**src/rtl/m_imem_loader_pkg.sv**
```systemverilog
// Shared state encoding and length-field width for the instruction-memory loader.
// Optional checksum state is present only when M_IMEM_LOADER_CSUM_EN is defined.
package m_imem_loader_pkg;

  localparam int LEN_W   = 16;
  localparam int STATE_W = 3;

  typedef enum logic [STATE_W-1:0] {
    S_LEN0  = 3'd0,
    S_LEN1  = 3'd1,
    S_DATA  = 3'd2,
    S_WRITE = 3'd3,
`ifdef M_IMEM_LOADER_CSUM_EN
    S_CSUM  = 3'd4,
`endif
    S_DONE  = 3'd5,
    S_ERR   = 3'd6
  } state_t;

  // Word index to byte address; low two bits are always zero.
  function automatic logic [31:0] word_addr(input logic [LEN_W-1:0] idx);
    return {{(30-LEN_W){1'b0}}, idx, 2'b00};
  endfunction

endpackage

```
**src/rtl/m_imem_loader_if.sv**
```systemverilog
// Byte-stream input and instruction-memory write port of the loader.
// master = byte source / memory side, slave = loader.
interface m_imem_loader_if;

  logic        w_rx_valid;
  logic [7:0]  w_rx_data;
  logic        w_rx_ready;
  logic        w_we;
  logic [31:0] w_waddr;
  logic [31:0] w_wdata;

  modport master (
    output w_rx_valid, w_rx_data,
    input  w_rx_ready, w_we, w_waddr, w_wdata
  );

  modport slave (
    input  w_rx_valid, w_rx_data,
    output w_rx_ready, w_we, w_waddr, w_wdata
  );

endinterface

```
**src/rtl/m_imem_loader_word_asm.sv**
```systemverilog
// Little-endian word assembler: shifts bytes in from the top, first byte ends in [7:0].
// full is high for one cycle after the 4th byte, while the complete word sits in the register.
module m_word_asm (
  input  logic        w_clk,
  input  logic        w_rst,
  input  logic        byte_vld,
  input  logic [7:0]  byte_dat,
  output logic [31:0] word,
  output logic        last,
  output logic        full
);

  logic [1:0]  cnt_q;
  logic [31:0] sr_q;
  logic        full_q;

  always_ff @(posedge w_clk) begin
    if (w_rst) begin
      cnt_q  <= 2'd0;
      sr_q   <= 32'd0;
      full_q <= 1'b0;
    end else begin
      full_q <= byte_vld && (cnt_q == 2'd3);
      if (byte_vld) begin
        sr_q  <= {byte_dat, sr_q[31:8]};
        cnt_q <= cnt_q + 2'd1;
      end
    end
  end

  assign word = sr_q;
  assign last = (cnt_q == 2'd3);
  assign full = full_q;

endmodule

```
**src/rtl/m_imem_loader.sv**
```systemverilog
// Boot loader: LEN_LO, LEN_HI, then 4N little-endian payload bytes written as N words from address 0.
// Write fires the cycle after each 4th byte, when w_rx_ready is low; M_IMEM_LOADER_CSUM_EN adds an XOR checksum byte.
module m_imem_loader
  import m_imem_loader_pkg::*;
#(
  parameter int IMEM_WORDS = 1024
) (
  input  logic             w_clk,
  input  logic             w_rst,
  m_imem_loader_if.slave   bus,
  output logic             w_busy,
  output logic             w_done,
  output logic             w_err
);

  localparam logic [31:0] MAX_WORDS = 32'(IMEM_WORDS);
`ifdef M_IMEM_LOADER_CSUM_EN
  localparam state_t S_TAIL = S_CSUM;
`else
  localparam state_t S_TAIL = S_DONE;
`endif

  state_t            state_q, state_nxt;
  logic              rx_ready;
  logic [LEN_W-1:0]  len_q;
  logic [LEN_W-1:0]  len_in;
  logic [LEN_W-1:0]  idx_q;
  logic [LEN_W-1:0]  idx_nxt;
  logic [31:0]       waddr_q;
  logic [31:0]       wdata_q;
  logic              asm_vld;
  logic              asm_last;
  logic              asm_full;
  logic [31:0]       asm_word;
`ifdef M_IMEM_LOADER_CSUM_EN
  logic [7:0]        csum_q;
`endif

  assign len_in  = {bus.w_rx_data, len_q[7:0]};
  assign idx_nxt = idx_q + LEN_W'(1);
  assign asm_vld = (state_q == S_DATA) && bus.w_rx_valid;

  m_word_asm u_word_asm (
    .w_clk    (w_clk),
    .w_rst    (w_rst),
    .byte_vld (asm_vld),
    .byte_dat (bus.w_rx_data),
    .word     (asm_word),
    .last     (asm_last),
    .full     (asm_full)
  );

  // Every state that takes a byte has rx_ready high, so w_rx_valid alone means "accepted" there.
  always_comb begin
    state_nxt = state_q;
    rx_ready  = 1'b0;
    unique case (state_q)
      S_LEN0: begin
        rx_ready = 1'b1;
        if (bus.w_rx_valid) state_nxt = S_LEN1;
      end
      S_LEN1: begin
        rx_ready = 1'b1;
        if (bus.w_rx_valid) begin
          if (len_in == '0)
            state_nxt = S_TAIL;
          else if ({{(32-LEN_W){1'b0}}, len_in} > MAX_WORDS)
            state_nxt = S_ERR;
          else
            state_nxt = S_DATA;
        end
      end
      S_DATA: begin
        rx_ready = 1'b1;
        if (asm_vld && asm_last) state_nxt = S_WRITE;
      end
      S_WRITE: begin
        state_nxt = (idx_nxt == len_q) ? S_TAIL : S_DATA;
      end
`ifdef M_IMEM_LOADER_CSUM_EN
      S_CSUM: begin
        rx_ready = 1'b1;
        if (bus.w_rx_valid) state_nxt = (bus.w_rx_data == csum_q) ? S_DONE : S_ERR;
      end
`endif
      default: begin
        state_nxt = state_q;
      end
    endcase
  end

  always_ff @(posedge w_clk) begin
    if (w_rst) begin
      state_q <= S_LEN0;
      len_q   <= '0;
      idx_q   <= '0;
      waddr_q <= 32'd0;
      wdata_q <= 32'd0;
`ifdef M_IMEM_LOADER_CSUM_EN
      csum_q  <= 8'd0;
`endif
    end else begin
      state_q <= state_nxt;
      if ((state_q == S_LEN0) && bus.w_rx_valid) len_q[7:0] <= bus.w_rx_data;
      if ((state_q == S_LEN1) && bus.w_rx_valid) len_q      <= len_in;
      if (asm_vld && asm_last)                   waddr_q    <= word_addr(idx_q);
      if (asm_full)                              wdata_q    <= asm_word;
      if (state_q == S_WRITE)                    idx_q      <= idx_nxt;
`ifdef M_IMEM_LOADER_CSUM_EN
      if (asm_vld)                               csum_q     <= csum_q ^ bus.w_rx_data;
`endif
    end
  end

  // During the write cycle the word is read straight from the assembler; afterwards the held copy.
  assign bus.w_rx_ready = rx_ready;
  assign bus.w_we       = (state_q == S_WRITE);
  assign bus.w_waddr    = waddr_q;
  assign bus.w_wdata    = asm_full ? asm_word : wdata_q;

  assign w_done = (state_q == S_DONE);
  assign w_err  = (state_q == S_ERR);
  assign w_busy = !(w_done || w_err);

endmodule

```
**src/flat_wrapper.sv**
```systemverilog
// flat-port wrapper written by rule: the top's interface ports become plain ports
module m_imem_loader_flat import m_imem_loader_pkg::*;
#(
  parameter int IMEM_WORDS = 1024
)
  (w_clk, w_rst, w_busy, w_done, w_err, bus_w_rx_valid, bus_w_rx_data, bus_w_rx_ready, bus_w_we, bus_w_waddr, bus_w_wdata);
  m_imem_loader_if bus_i ();
  input  logic w_clk;
  input  logic w_rst;
  output logic w_busy;
  output logic w_done;
  output logic w_err;
  input wire logic [$bits(bus_i.w_rx_valid)-1:0] bus_w_rx_valid;
  input wire logic [$bits(bus_i.w_rx_data)-1:0] bus_w_rx_data;
  output wire logic [$bits(bus_i.w_rx_ready)-1:0] bus_w_rx_ready;
  output wire logic [$bits(bus_i.w_we)-1:0] bus_w_we;
  output wire logic [$bits(bus_i.w_waddr)-1:0] bus_w_waddr;
  output wire logic [$bits(bus_i.w_wdata)-1:0] bus_w_wdata;
  assign bus_i.w_rx_valid = bus_w_rx_valid;
  assign bus_i.w_rx_data = bus_w_rx_data;
  assign bus_w_rx_ready = bus_i.w_rx_ready;
  assign bus_w_we = bus_i.w_we;
  assign bus_w_waddr = bus_i.w_waddr;
  assign bus_w_wdata = bus_i.w_wdata;
  m_imem_loader #(.IMEM_WORDS(IMEM_WORDS)) u_core (.w_clk(w_clk), .w_rst(w_rst), .bus(bus_i), .w_busy(w_busy), .w_done(w_done), .w_err(w_err));
endmodule
```
**config.mk**
```make
export PLATFORM = sky130hd
export DESIGN_NAME = m_imem_loader_flat
export DESIGN_NICKNAME = d
export VERILOG_FILES = /design/src/rtl/m_imem_loader_pkg.sv /design/src/rtl/m_imem_loader_if.sv /design/src/rtl/m_imem_loader_word_asm.sv /design/src/rtl/m_imem_loader.sv /design/src/flat_wrapper.sv
export SDC_FILE = /design/constraint.sdc
export NUM_CORES = 1
export LEC_CHECK = 0
export ABC_CLOCK_PERIOD_IN_PS = 5500
export BUFFER_PORTS_ARGS = -buffer_cell sky130_fd_sc_hd__buf_2
export CAP_MARGIN = 20
export CORE_MARGIN = 3
export CORE_UTILIZATION = 30
export CTS_CLUSTER_SIZE = 16
export DETAILED_ROUTE_END_ITERATION = 8
export GPL_TIMING_DRIVEN = 0
export SLEW_MARGIN = 20
export SYNTH_ARGS = -nofsm -noshare
export SYNTH_HDL_FRONTEND = slang
export SYNTH_SLANG_ARGS = --single-unit
```
**constraint.sdc**
```tcl
create_clock -name w_clk -period 5.5 [get_ports w_clk]
set_clock_uncertainty 0.1 [all_clocks]
set_input_delay 1.1 -clock w_clk [delete_from_list [all_inputs] [get_ports w_clk]]
set_output_delay 1.1 -clock w_clk [all_outputs]
set_load 0.02 [all_outputs]
```
==> run metrics <==
status=completed; Yosys reg bits=approximately 120; area share of the largest cell type after synthesis=between 40% and 50%; VDD IR-drop max=approximately 220 uV; setup violators final=0; FF+latch area=2362 sq um; worst slew pin tran=roughly 0.90 ns; drt total wl=about 13 mm; vias in the first global route=approximately 4k; most frequent cells in the layout=nand2_1, dfxtp_1, a21oi_1, buf_2, nor2_1; min-delay worst type=register to register; Clock Pin Slew Worst Setup and Hold Paths=approximately 0.060 ns; die width=137.9 um; root buf cell=clkbuf_16; Achievable Freq=310.7 MHz; share of layout cells above drive strength 1=between 20% and 30%; Sum Neg Setup Slack=0 ns; routability congestion estimate=0.8197; Area contributors post-synth=dfxtp_1, nand2_1, mux2_2, a21oi_1, nor2b_1; site row count=between 40 and 50; Yosys cell types=51; Die Ht=137.9 um; Initial Utilization=31.02%; Post-DP Area=approximately 5900 sq um; met3 wire len=roughly 800 um; sequential area share after synthesis=between 40% and 50%; most common cell after layout, fill and taps aside=nand2_1; FILL cells=about 1.8k; Die Area=between 15,000 and 20,000 sq um; hpwl dp=9.352 mm; power per cell area=between 300 and 400 nW/um^2; setup ws final=2.282 ns; r2r setup slk=about 2.5 ns; M1 WL=a little over 6 mm; Finished Core Util=about two fifths; Max Root-Sink Buffers=2; Leak=2.544 nW; vias per cell=~4.6; Async SR Flop Fraction=0%; H-tree levels=4; nets=724; Post-synth EDFFs=0; average wire per standard cell=~14 um; CTS Hold Bufs=0; layout overhead on the synthesized area=24.10%; crit-path max FO=10; crit path DAT=about 2.0 ns; Remaining DRCs=0; first-pass GRT wire length=roughly 20 mm; ANT cells=0; Multi-input gate area=between 2000 and 3000 sq um; final cycle utilization of the critical path=just under 60%; pre-CTS WS=~2.2 ns; Antenna Nets Post-Route=0; GR Overflow Total=0; Total Routing Usage GR=between 10% and 20%; Core Area=16,820 sq um; via count=between 4k and 5k; crit path launch type=register; Yosys top cell by area=dfxtp_1; Critical Path RT=~4.3 ns; CTS tree=yes; fin. max-slew vios=0; crit path kind=register to output pin; post-layout min period=about 3.2 ns; CTS buffer count=17; DR iter-0 viols=about 320; cell area after layout=approximately 6500 sq um; antenna violations before repair=2; clock tree sinks=roughly 120; I/O pins=80; RSZ-0062 raised after global routing=false; Mean Syn Cell Area=approximately 8.5 sq um; met2 wire length=between 5 and 6 mm; Post-Syn Instances=between 600 and 700; Top Layer Used=met5; clock latency on the worst-skew pair=0.42 ns; largest net degree at the start of global routing=17; final hold violations=0; Top FF cell, synth=dfxtp_1; endpoint class of the critical path=output pin; IO buf count=62; post-CTS setup buffer count=0; yosys warns=0; CTS resizes=0; DR pass1 iterations=5; normalized max-slew margin=~40%; worst hold margin=approximately 0.35 ns; synthesized cell area=5218 sq um; maxcap violations=0
==> cell type report <==
cell class	instances	area share [%]
buffer	59	4.696
clock buffer	17	6.570
clock inverter	15	2.937
inverter	6	0.3478
multi-input combinational	447	39.92
sequential	118	36.48
tap	220	4.251
timing repair buffer	62	4.792
==> flip-flops by register name (all words and copies together), names as in the netlist <==
register                 count
u_core.u_word_asm.word      32
u_core.bus.w_waddr          16
u_core.idx_q                16
u_core.u_word_asm.full       1
u_core.u_word_asm.cnt_q      2
u_core.state_q               3
u_core.wdata_q              32
u_core.len_q                16
==> per-stage QoR <==
step | total power [mW] | std cells
after floorplan | 0.9754 | 630
after global placement | 1.006 | 912
after detailed placement | 1.007 | 912
after CTS | 2.156 | 944
after global routing | 2.216 | 944
final | 2.139 | 944
==> final timing paths <==
check / from / cells after the start / end
max: u_core.u_word_asm.full / 4 / bus_w_wdata[25]
min: u_core.bus.w_waddr[6] / 2 / u_core.bus.w_waddr[6]
max reg2reg: u_core.idx_q[1] / 8 / u_core.state_q[1]
min reg2reg: u_core.bus.w_waddr[6] / 2 / u_core.bus.w_waddr[6]
==> synthesized netlist by cell type, drive strengths merged, types with 3 or more instances <==
| cell type | count |
|---|---|
| nor2 | 45 |
| mux2 | 33 |
| nand2b | 3 |
| nand2 | 129 |
| dfxtp | 118 |
| inv | 6 |
| xor2 | 15 |
| nor2b | 34 |
| nor3b | 4 |
| nand3b | 3 |
| o21ai | 4 |
| clkbuf | 31 |
| nor3 | 9 |
| xnor2 | 15 |
| buf | 28 |
| mux2i | 10 |
| nand4b | 3 |
| a21oi | 65 |
| nor4 | 6 |
| nand3 | 14 |
| and2 | 4 |
==> critical path: stages (launching register included) <==
cell and delay, ns:
dfxtp_1 0.30, clkbuf_1 0.23, buf_1 0.48, mux2_2 0.43
buf_2 0.17
==> logic make-up (layout without fill, tap and decap cells) <==
family / after synthesis / count (layout) / share of synthesized area, %
xor+xnor: 30 / 30 / 5.036
compound gates: 90 / 90 / 9.952
mux: 43 / 43 / 9.041
simple gates: 266 / 266 / 23.88
other cells: 1 / 16 / 0.07187
flops: 118 / 118 / 45.28
fa+ha+maj: 2 / 2 / 0.4795
buf+inv: 65 / 159 / 6.259
==> power breakdown <==
group          internal, mW  leakage, nW  switching, mW
sequential            0.866        0.952         0.0105
combinational        0.0397         1.30         0.0730
clock                 0.722        0.288          0.428
total                  1.63         2.54          0.512
==> routing by layer <==
| metal | up-vias | GRT usage [%] |
|---|---|---|
| met1 | 1994 | 18.01 |
| met4 | 4 | 4.116 |
| met3 | 18 | 5.152 |
| met2 | 95 | 21.53 |
| li1 | 2238 | - |
| met5 | - | 0 |
Power figures use the tool's default switching activity.
